$ cat config.mk
export PLATFORM = sky130hd
export DESIGN_NAME = serial_out_scheduler_flat
export DESIGN_NICKNAME = d
export VERILOG_FILES = /design/src/rtl/serial_out_scheduler_if.sv /design/src/rtl/serial_out_scheduler.sv /design/src/flat_wrapper.sv
export SDC_FILE = /design/constraint.sdc
export NUM_CORES = 1
export LEC_CHECK = 0
export BUFFER_PORTS_ARGS = -buffer_cell sky130_fd_sc_hd__buf_4
export CAP_MARGIN = 40
export CORE_UTILIZATION = 30
export CTS_CLUSTER_SIZE = 25
export DETAILED_ROUTE_END_ITERATION = 12
export SKIP_LAST_GASP = 1
export SYNTH_ARGS = -nofsm -noshare
export SYNTH_HDL_FRONTEND = slang
export SYNTH_SLANG_ARGS = --single-unit
$ cat constraint.sdc
create_clock -name clock -period 3.38 [get_ports clock]
set_input_delay 0.169 -clock clock [delete_from_list [all_inputs] [get_ports clock]]
set_output_delay 0.169 -clock clock [all_outputs]
set_load 0.005 [all_outputs]
$ cat src/rtl/serial_out_scheduler_if.sv
`default_nettype none
// ============================================================================
//  Module      : serial_out_scheduler_if
//  Description : Requester words/requests, grants and serial line for the
//                two-requester serial output scheduler.
//  Revision    : 1.0 - initial release
// ============================================================================
interface serial_out_scheduler_if #(
    parameter int DATA_W = 8
);
    logic [DATA_W-1:0] data_0;
    logic [DATA_W-1:0] data_1;
    logic              req_0;
    logic              req_1;
    logic              gnt_0;
    logic              gnt_1;
    logic              serial_out;
    logic              serial_valid;
    logic              owner;
    logic              busy;

    // Producer side: presents words and requests, observes grants and the line.
    modport master (
        output data_0, data_1, req_0, req_1,
        input  gnt_0, gnt_1, serial_out, serial_valid, owner, busy
    );

    // Scheduler side.
    modport slave (
        input  data_0, data_1, req_0, req_1,
        output gnt_0, gnt_1, serial_out, serial_valid, owner, busy
    );
endinterface
`default_nettype wire

$ cat src/rtl/serial_out_scheduler.sv
`default_nettype none
// ============================================================================
//  Module      : serial_out_scheduler
//  Description : Round-robin two-requester scheduler that serialises the
//                granted word MSB-first, then idles GAP_CYCLES cycles.
//                Define SERIAL_SCHED_PARITY_EN to append an even-parity bit.
//  Revision    : 1.0 - initial release
// ============================================================================
module serial_out_scheduler #(
    parameter int DATA_W     = 8,
    parameter int GAP_CYCLES = 1
) (
    input  wire logic             clock,
    input  wire logic             reset,
    serial_out_scheduler_if.slave bus
);

`ifdef SERIAL_SCHED_PARITY_EN
    localparam int c_FRAME_LEN = DATA_W + 1;
`else
    localparam int c_FRAME_LEN = DATA_W;
`endif
    localparam int c_CNT_W = $clog2(DATA_W + 2);
    localparam logic [c_CNT_W-1:0] c_LAST_BIT = c_CNT_W'(c_FRAME_LEN - 1);
    localparam logic [3:0]         c_GAP_LAST = 4'((GAP_CYCLES == 0) ? 0 : GAP_CYCLES - 1);

    localparam logic [1:0] S_IDLE  = 2'd0;
    localparam logic [1:0] S_SHIFT = 2'd1;
    localparam logic [1:0] S_GAP   = 2'd2;

    logic [1:0]         r_state,        w_state_nxt;
    // Holds the bits still to be sent after the one currently on serial_out.
    logic [DATA_W-1:0]  r_shift,        w_shift_nxt;
    logic [c_CNT_W-1:0] r_bit_cnt,      w_bit_cnt_nxt;
    logic [3:0]         r_gap_cnt,      w_gap_cnt_nxt;
    logic               r_last_grant,   w_last_grant_nxt;
    logic               r_gnt_0,        w_gnt_0_nxt;
    logic               r_gnt_1,        w_gnt_1_nxt;
    logic               r_serial_out,   w_serial_out_nxt;
    logic               r_serial_valid, w_serial_valid_nxt;
    logic               r_owner,        w_owner_nxt;
    logic               r_busy,         w_busy_nxt;
`ifdef SERIAL_SCHED_PARITY_EN
    logic               r_parity,       w_parity_nxt;
    localparam logic [c_CNT_W-1:0] c_LAST_DATA = c_CNT_W'(DATA_W - 1);
`endif

    logic              w_pick_0;
    logic              w_pick_1;
    logic [DATA_W-1:0] w_sel_data;

    // Contention goes to the requester that was not granted last.
    assign w_pick_0   = bus.req_0 & (~bus.req_1 | r_last_grant);
    assign w_pick_1   = bus.req_1 & ~w_pick_0;
    assign w_sel_data = w_pick_0 ? bus.data_0 : bus.data_1;

    always_comb begin
        w_state_nxt        = r_state;
        w_shift_nxt        = r_shift;
        w_bit_cnt_nxt      = r_bit_cnt;
        w_gap_cnt_nxt      = r_gap_cnt;
        w_last_grant_nxt   = r_last_grant;
        w_gnt_0_nxt        = 1'b0;
        w_gnt_1_nxt        = 1'b0;
        w_serial_out_nxt   = 1'b0;
        w_serial_valid_nxt = 1'b0;
        w_owner_nxt        = r_owner;
        w_busy_nxt         = r_busy;
`ifdef SERIAL_SCHED_PARITY_EN
        w_parity_nxt       = r_parity;
`endif
        case (r_state)
            S_IDLE: begin
                if (w_pick_0 || w_pick_1) begin
                    w_state_nxt        = S_SHIFT;
                    w_gnt_0_nxt        = w_pick_0;
                    w_gnt_1_nxt        = w_pick_1;
                    w_owner_nxt        = w_pick_1;
                    w_last_grant_nxt   = w_pick_1;
                    w_shift_nxt        = {w_sel_data[DATA_W-2:0], 1'b0};
                    w_serial_out_nxt   = w_sel_data[DATA_W-1];
                    w_serial_valid_nxt = 1'b1;
                    w_bit_cnt_nxt      = '0;
                    w_busy_nxt         = 1'b1;
`ifdef SERIAL_SCHED_PARITY_EN
                    w_parity_nxt       = ^w_sel_data;
`endif
                end
            end
            S_SHIFT: begin
                if (r_bit_cnt == c_LAST_BIT) begin
                    if (GAP_CYCLES == 0) begin
                        w_state_nxt = S_IDLE;
                        w_busy_nxt  = 1'b0;
                    end else begin
                        w_state_nxt   = S_GAP;
                        w_gap_cnt_nxt = 4'd0;
                    end
                end else begin
                    w_bit_cnt_nxt      = r_bit_cnt + 1'b1;
                    w_shift_nxt        = {r_shift[DATA_W-2:0], 1'b0};
                    w_serial_valid_nxt = 1'b1;
`ifdef SERIAL_SCHED_PARITY_EN
                    w_serial_out_nxt   = (r_bit_cnt == c_LAST_DATA) ? r_parity : r_shift[DATA_W-1];
`else
                    w_serial_out_nxt   = r_shift[DATA_W-1];
`endif
                end
            end
            S_GAP: begin
                if (r_gap_cnt == c_GAP_LAST) begin
                    w_state_nxt = S_IDLE;
                    w_busy_nxt  = 1'b0;
                end else begin
                    w_gap_cnt_nxt = r_gap_cnt + 4'd1;
                end
            end
            default: begin
                w_state_nxt = S_IDLE;
                w_busy_nxt  = 1'b0;
            end
        endcase
    end

    always_ff @(posedge clock or posedge reset) begin
        if (reset) begin
            r_state        <= S_IDLE;
            r_shift        <= '0;
            r_bit_cnt      <= '0;
            r_gap_cnt      <= 4'd0;
            r_last_grant   <= 1'b1;
            r_gnt_0        <= 1'b0;
            r_gnt_1        <= 1'b0;
            r_serial_out   <= 1'b0;
            r_serial_valid <= 1'b0;
            r_owner        <= 1'b0;
            r_busy         <= 1'b0;
`ifdef SERIAL_SCHED_PARITY_EN
            r_parity       <= 1'b0;
`endif
        end else begin
            r_state        <= w_state_nxt;
            r_shift        <= w_shift_nxt;
            r_bit_cnt      <= w_bit_cnt_nxt;
            r_gap_cnt      <= w_gap_cnt_nxt;
            r_last_grant   <= w_last_grant_nxt;
            r_gnt_0        <= w_gnt_0_nxt;
            r_gnt_1        <= w_gnt_1_nxt;
            r_serial_out   <= w_serial_out_nxt;
            r_serial_valid <= w_serial_valid_nxt;
            r_owner        <= w_owner_nxt;
            r_busy         <= w_busy_nxt;
`ifdef SERIAL_SCHED_PARITY_EN
            r_parity       <= w_parity_nxt;
`endif
        end
    end

    assign bus.gnt_0        = r_gnt_0;
    assign bus.gnt_1        = r_gnt_1;
    assign bus.serial_out   = r_serial_out;
    assign bus.serial_valid = r_serial_valid;
    assign bus.owner        = r_owner;
    assign bus.busy         = r_busy;

endmodule
`default_nettype wire

$ cat src/flat_wrapper.sv
// flat-port wrapper written by rule: the top's interface ports become plain ports
module serial_out_scheduler_flat 
#(
    parameter int DATA_W     = 8,
    parameter int GAP_CYCLES = 1
)
  (clock, reset, bus_data_0, bus_data_1, bus_req_0, bus_req_1, bus_gnt_0, bus_gnt_1, bus_serial_out, bus_serial_valid, bus_owner, bus_busy);
  serial_out_scheduler_if #(.DATA_W(DATA_W)) bus_i ();
  input  wire logic clock;
  input  wire logic reset;
  input wire logic [$bits(bus_i.data_0)-1:0] bus_data_0;
  input wire logic [$bits(bus_i.data_1)-1:0] bus_data_1;
  input wire logic [$bits(bus_i.req_0)-1:0] bus_req_0;
  input wire logic [$bits(bus_i.req_1)-1:0] bus_req_1;
  output wire logic [$bits(bus_i.gnt_0)-1:0] bus_gnt_0;
  output wire logic [$bits(bus_i.gnt_1)-1:0] bus_gnt_1;
  output wire logic [$bits(bus_i.serial_out)-1:0] bus_serial_out;
  output wire logic [$bits(bus_i.serial_valid)-1:0] bus_serial_valid;
  output wire logic [$bits(bus_i.owner)-1:0] bus_owner;
  output wire logic [$bits(bus_i.busy)-1:0] bus_busy;
  assign bus_i.data_0 = bus_data_0;
  assign bus_i.data_1 = bus_data_1;
  assign bus_i.req_0 = bus_req_0;
  assign bus_i.req_1 = bus_req_1;
  assign bus_gnt_0 = bus_i.gnt_0;
  assign bus_gnt_1 = bus_i.gnt_1;
  assign bus_serial_out = bus_i.serial_out;
  assign bus_serial_valid = bus_i.serial_valid;
  assign bus_owner = bus_i.owner;
  assign bus_busy = bus_i.busy;
  serial_out_scheduler #(.DATA_W(DATA_W), .GAP_CYCLES(GAP_CYCLES)) u_core (.clock(clock), .reset(reset), .bus(bus_i));
endmodule
==> results of run 1 <==
==> state kept, by name (all words and copies together), names as in the netlist <==
| signal | count |
|---|---|
| u_core.r_last_grant | 1 |
| u_core.r_gap_cnt | 4 |
| u_core.bus.owner | 1 |
| u_core.r_state | 2 |
| u_core.bus.serial_out | 1 |
| u_core.r_shift | 7 |
| u_core.bus.gnt_1 | 1 |
| u_core.r_bit_cnt | 4 |
| u_core.bus.busy | 1 |
| u_core.bus.gnt_0 | 1 |
| u_core.bus.serial_valid | 1 |
==> kinds of logic (layout without fill, tap and decap cells) <==
family	after synthesis	after routing	synth area share [%]
compound gates	47	47	24.66
simple gates	42	42	17.26
flops	24	24	43.45
buf+inv	18	41	6.233
fa+ha+maj	6	6	5.420
mux	4	4	2.981
==> worst max-delay path, cell delays in order, from the launching register on <==
cell     delay, ps
dfrtp_1        410
inv_1           90
ha_1           410
or3b_1         570
nor4b_4        200
a211o_1        270
==> power by group <==
group / internal (uW) / leakage (uW) / switching (uW)
clock: 84.0 / 0.0000228 / 86.4
sequential: 388 / 0.000308 / 65.2
combinational: 222 / 0.000454 / 268
total: 694 / 0.000785 / 420
==> stage by stage <==
stage	std cells	worst slack (ps)	total power [uW]	utilization, %
after floorplan	141	1775	805.6	-
after global placement	210	1418	930.7	36.24
after detailed placement	211	1332	948.1	36.59
after CTS	216	1320	1121	37.84
after global routing	216	1164	1202	37.84
final	216	1311	1114	37.84
==> synth_stat cells (5+ instances only) <==
| master | number |
|---|---|
| nand3_1 | 10 |
| ha_1 | 6 |
| a221o_1 | 5 |
| a21oi_1 | 12 |
| a22o_1 | 7 |
| o21ai_0 | 8 |
| nor2_1 | 8 |
| nand2_1 | 9 |
| inv_1 | 10 |
| dfrtp_1 | 23 |
==> layout make-up <==
| type | instances | area share [%] |
|---|---|---|
| Sequential cell | 24 | 36.27 |
| Multi-Input combinational cell | 99 | 42.01 |
| Tap cell | 52 | 3.922 |
| Timing Repair Buffer | 27 | 12.82 |
| Inverter | 10 | 2.262 |
| Clock buffer | 4 | 2.715 |
==> path summary, 6_finish.rpt <==
path	to	depth (start not counted)	startpoint	slack (ps)
max	u_core.r_bit_cnt[3]	5	u_core.r_state[1]	1310
max in group asynchronous	u_core.r_shift[7]	4	reset	2410
min in group asynchronous	u_core.r_gap_cnt[1]	3	reset	500
max reg2reg	u_core.r_bit_cnt[3]	5	u_core.r_state[1]	1310
min	u_core.r_last_grant	2	bus_req_0	170
min reg2reg	u_core.bus.owner	2	u_core.bus.owner	500
==> routing by layer <==
| layer | GRT usage (%) | vias up | wire length [um] |
|---|---|---|---|
| met2 | 21.26 | 22 | 1485 |
| met1 | 16.98 | 562 | 1431 |
| met3 | 2.165 | 2 | 145 |
| li1 | - | 560 | - |
| met4 | 3.333 | 0 | 15 |
| met5 | 0 | - | 0 |
==> results.md, run 1 <==
* Post-DP HPWL at 2344 um
* I/O Buffers at 25
* All-Layer GR Usage at 12.72%
* Die area at 4892 sq um
* Status: finished clean
* Synth top area cells: dfrtp_1 (42%), ha_1 (5.4%), a22o_1 (4.4%), a21oi_1 (4.3%), a221o_1 (3.6%)
* Syn Inst Count at 141
* Number of synthesized flops with an enable pin at 0
* Largest area contributor in the netlist: dfrtp_1
* P&R area growth vs syn at 19.78%
* Vias at 1146
* Root Driver: clkbuf_8
* Filler cell count at 443
* Total wire length at 3077 um
* Die Y at 69.95 um
* Register area share after synthesis at 43.45%
* Synth Flop Type: dfrtp_1
* Overflow left after global routing at 0
* Vias per Instance at 5.306
* Syn_area_per_cell at 9.823 sq um
* Required @ worst endpoint at 3530 ps
* DRC at 0
* DR iter-0 viols at 64
* Core footprint at 4384 sq um
* Multi-input gate area at 696.9 sq um
* Final Critical Period at 2069 ps
* First-pass GRT wire length at 5092 um
* Max cap viols at 0
* Largest net degree at the start of global routing at 18
* Ys async rst share at 100.0%
* Unrepaired setup endpoints after global routing: false
* Effective utilization at floorplan at 31.59%
* Worst Hold Class: in -> reg
* Core Rows at 24
* Leakage at 0.0007847 uW
* Vias in the first global route at 1110
* Yosys cell types at 41
* Clk slew on worst S/H paths at 80 ps
* First-pass DRT Iterations at 4
* Peak VDD IR at 245.4 uV
* Synth top area share at 41.55%
* Placer Congestion at 0.8288
* # H-tree levels at 1
* Post-CTS setup buffer count at 0
* Post-route cell area at 1659 sq um
* Setup crit end kind: flip-flop
* Setup TNS at 0 ps
* CP Class: reg -> reg
* Hold buffer count at cts at 1
* Total CTS buffers at 3
* Part of the cycle the worst path needs at 61.23%
* Skew-Pair Late Insertion Delay at 260 ps
* Power Dens Cells at 671.3 nW/um^2
* Most frequent cells in the layout: buf_4 (25), dfrtp_1 (23), a21oi_1 (12), inv_1 (10), nand3_1 (10)
* ANT nets after route at 0
* Reg area at 601.8 sq um
* Max-slew violation count at 0
* Chip width at 69.95 um
* Final Hold Fails at 0
* I/O pin cnt at 26
* Routed wire per std cell at 14.25 um
* Seq cells post-synth at 24
* Sink Count at 24
* Fmax at 0.4832 GHz
* Slew headroom at 57.21%
* Syn Nets at 167
* Most common cell after layout, fill and taps aside: buf_4
* Setup violations, final at 0
* Crit-path max FO at 11
* N_diodes at 0
* Skew final at 4.537 ps
* Fin nets at 191
* Placed inst area at 1604 sq um
* Cts repair resizes at 0
* Number of antenna violations at the first check in global routing at 0
* WHS at 172.5 ps
* CTS tree: built
* Clock Tree Buf Depth at 2
* Slew @ Worst Pin at 641.8 ps
* Crit path launch type: flip-flop
* Ys Warns at 0
* Mapped cell area at 1385 sq um
* Share of layout cells above drive strength 1 at 21.95%
* Data arrival, critical path at 2220 ps
(Power assumes the default switching activity.)
==> run 2, diff against run 1 <==
Clock period 3.38 ns to 1.9 ns, I/O delays scaled along.
==> results.md, run 2 (synthesis gave the netlist of run 1 again) <==
* Status: finished clean
* Crit-path max FO at 8
* Setup crit end kind: flip-flop
* Vias in the first global route at 1156
* Top flop regs: u_core.r_shift: 7 flops, u_core.r_bit_cnt: 4 flops, u_core.r_gap_cnt: 4 flops
* Total CTS buffers at 3
* Overflow left after global routing at 0
* Final core utilization at 38.96%
* Post-DP HPWL at 2357 um
* WL met3 at 122 um
* Crit path launch type: flip-flop
* CTS tree: built
* Worst setup startpoint: u_core.r_state[0]
* First-pass GRT wire length at 5209 um
* Skew-Pair Late Insertion Delay at 270 ps
* Most frequent cells in the layout: buf_4 (30), dfrtp_1 (23), a21oi_1 (12), inv_1 (10), nand3_1 (10)
* Fin nets at 195
* Root Driver: clkbuf_8
* Final Hold Fails at 0
* Max cap viols at 0
* All-Layer GR Usage at 13.31%
* Routed length on met2 at 1603 um
* Power Dens Cells at 1278 nW/um^2
* Share of layout cells above drive strength 1 at 24.40%
* I/O Buffers at 25
* Worst Hold Class: in -> reg
* Effective utilization at floorplan at 31.59%
* Part of the cycle the worst path needs at 92.20%
* Setup violations, final at 0
* Max-slew violation count at 0
* Placer Congestion at 0.7700
* Largest net degree at the start of global routing at 25
* P&R area growth vs syn at 23.31%
* Filler cell count at 451
* Routed wire per std cell at 14.22 um
* I/O pin cnt at 26
* Slew headroom at 72.45%
* Total wire length at 3129 um
* Most common cell after layout, fill and taps aside: buf_4
* Chip width at 69.95 um
* Skew final at 12.68 ps
* Multi-input gate area at 696.9 sq um
* Die area at 4892 sq um
* Slew @ Worst Pin at 413.2 ps
* Peak VDD IR at 683.5 uV
* Setup TNS at 0 ps
* Core Rows at 24
* Highest routed metal layer: met4
* # H-tree levels at 1
* Unrepaired setup endpoints after global routing: false
* DRC at 0
* Cts repair resizes at 0
* Max reg flops at 7
* Core footprint at 4384 sq um
* Hold buffer count at cts at 1
* Largest register by flop count: u_core.r_shift
* Clock Tree Buf Depth at 2
* Die Y at 69.95 um
* Sink Count at 24
* Required @ worst endpoint at 2060 ps
* Min setup slack post-route at 148.2 ps
* Clk slew on worst S/H paths at 90 ps
* Leakage at 0.0008137 uW
* N_diodes at 0
* WHS at 69.56 ps
* Final Critical Period at 1752 ps
* ANT nets after route at 0
* Hold path start: bus_req_0
* Fmax at 0.5708 GHz
* Place WS at 145.9 ps
* Vias at 1145
* Post-CTS setup buffer count at 0
* R2r startpoint: u_core.r_state[0]
* First-pass DRT Iterations at 4
* Reg area at 601.8 sq um
* Data arrival, critical path at 1910 ps
* Vias per Instance at 5.205
* CP Class: reg -> reg
* DR iter-0 viols at 47
* Met1 wire length at 1379 um
* Number of antenna violations at the first check in global routing at 0
==> run 2: cell types whose count changed in the layout (fill, tap and decap cells not counted) <==
cell / change
buf_4: +5
buf_8: -1
bufinv_16: +1
clkbuf_1: -1
==> run 2: critical path: stages (launching register included) <==
cell and delay [ps]:
dfrtp_1 400, inv_1 90, ha_1 170, or3b_1 520
nor4b_4 200, a211o_1 260
==> run 2: worst paths after layout <==
| check | slack, ps | endpoint | cells after the start |
|---|---|---|---|
| setup / recovery | 150 | u_core.r_bit_cnt[3] | 5 |
| hold / removal | 70 | u_core.r_last_grant | 2 |
| setup reg to reg | 150 | u_core.r_bit_cnt[3] | 5 |
| hold reg to reg | 500 | u_core.r_shift[1] | 1 |
| max in group asynchronous | 1190 | u_core.r_last_grant | 4 |
| min in group asynchronous | 420 | u_core.r_shift[7] | 4 |
==> run 2: area by class of cell <==
class,count,area share (%)
clock buffers,3,2.418
clock inverters,1,1.758
inverters,10,2.198
multi-input cells,99,40.81
flip-flops and latches,24,35.24
well taps,52,3.810
repair buffers,31,13.77
==> run 2: routing by layer <==
| layer | track usage, % | vias up |
|---|---|---|
| met2 | 23.50 | 22 |
| li1 | - | 564 |
| met1 | 16.09 | 557 |
| met3 | 3.319 | 2 |
| met5 | 0 | - |
| met4 | 3.333 | 0 |
==> run 2: through the flow <==
step / std cells / area, sq um / total power (uW)
floorplan: 141 / 1385 / 1433
finish: 220 / 1708 / 2183
global placement: 215 / 1627 / 1709
CTS: 220 / 1708 / 2208
detailed placement: 215 / 1627 / 1743
global route: 220 / 1708 / 2340
==> run 2: report_power, final <==
part | switching (uW) | internal, uW
clock | 172 | 282
sequential | 117 | 690
combinational | 492 | 430
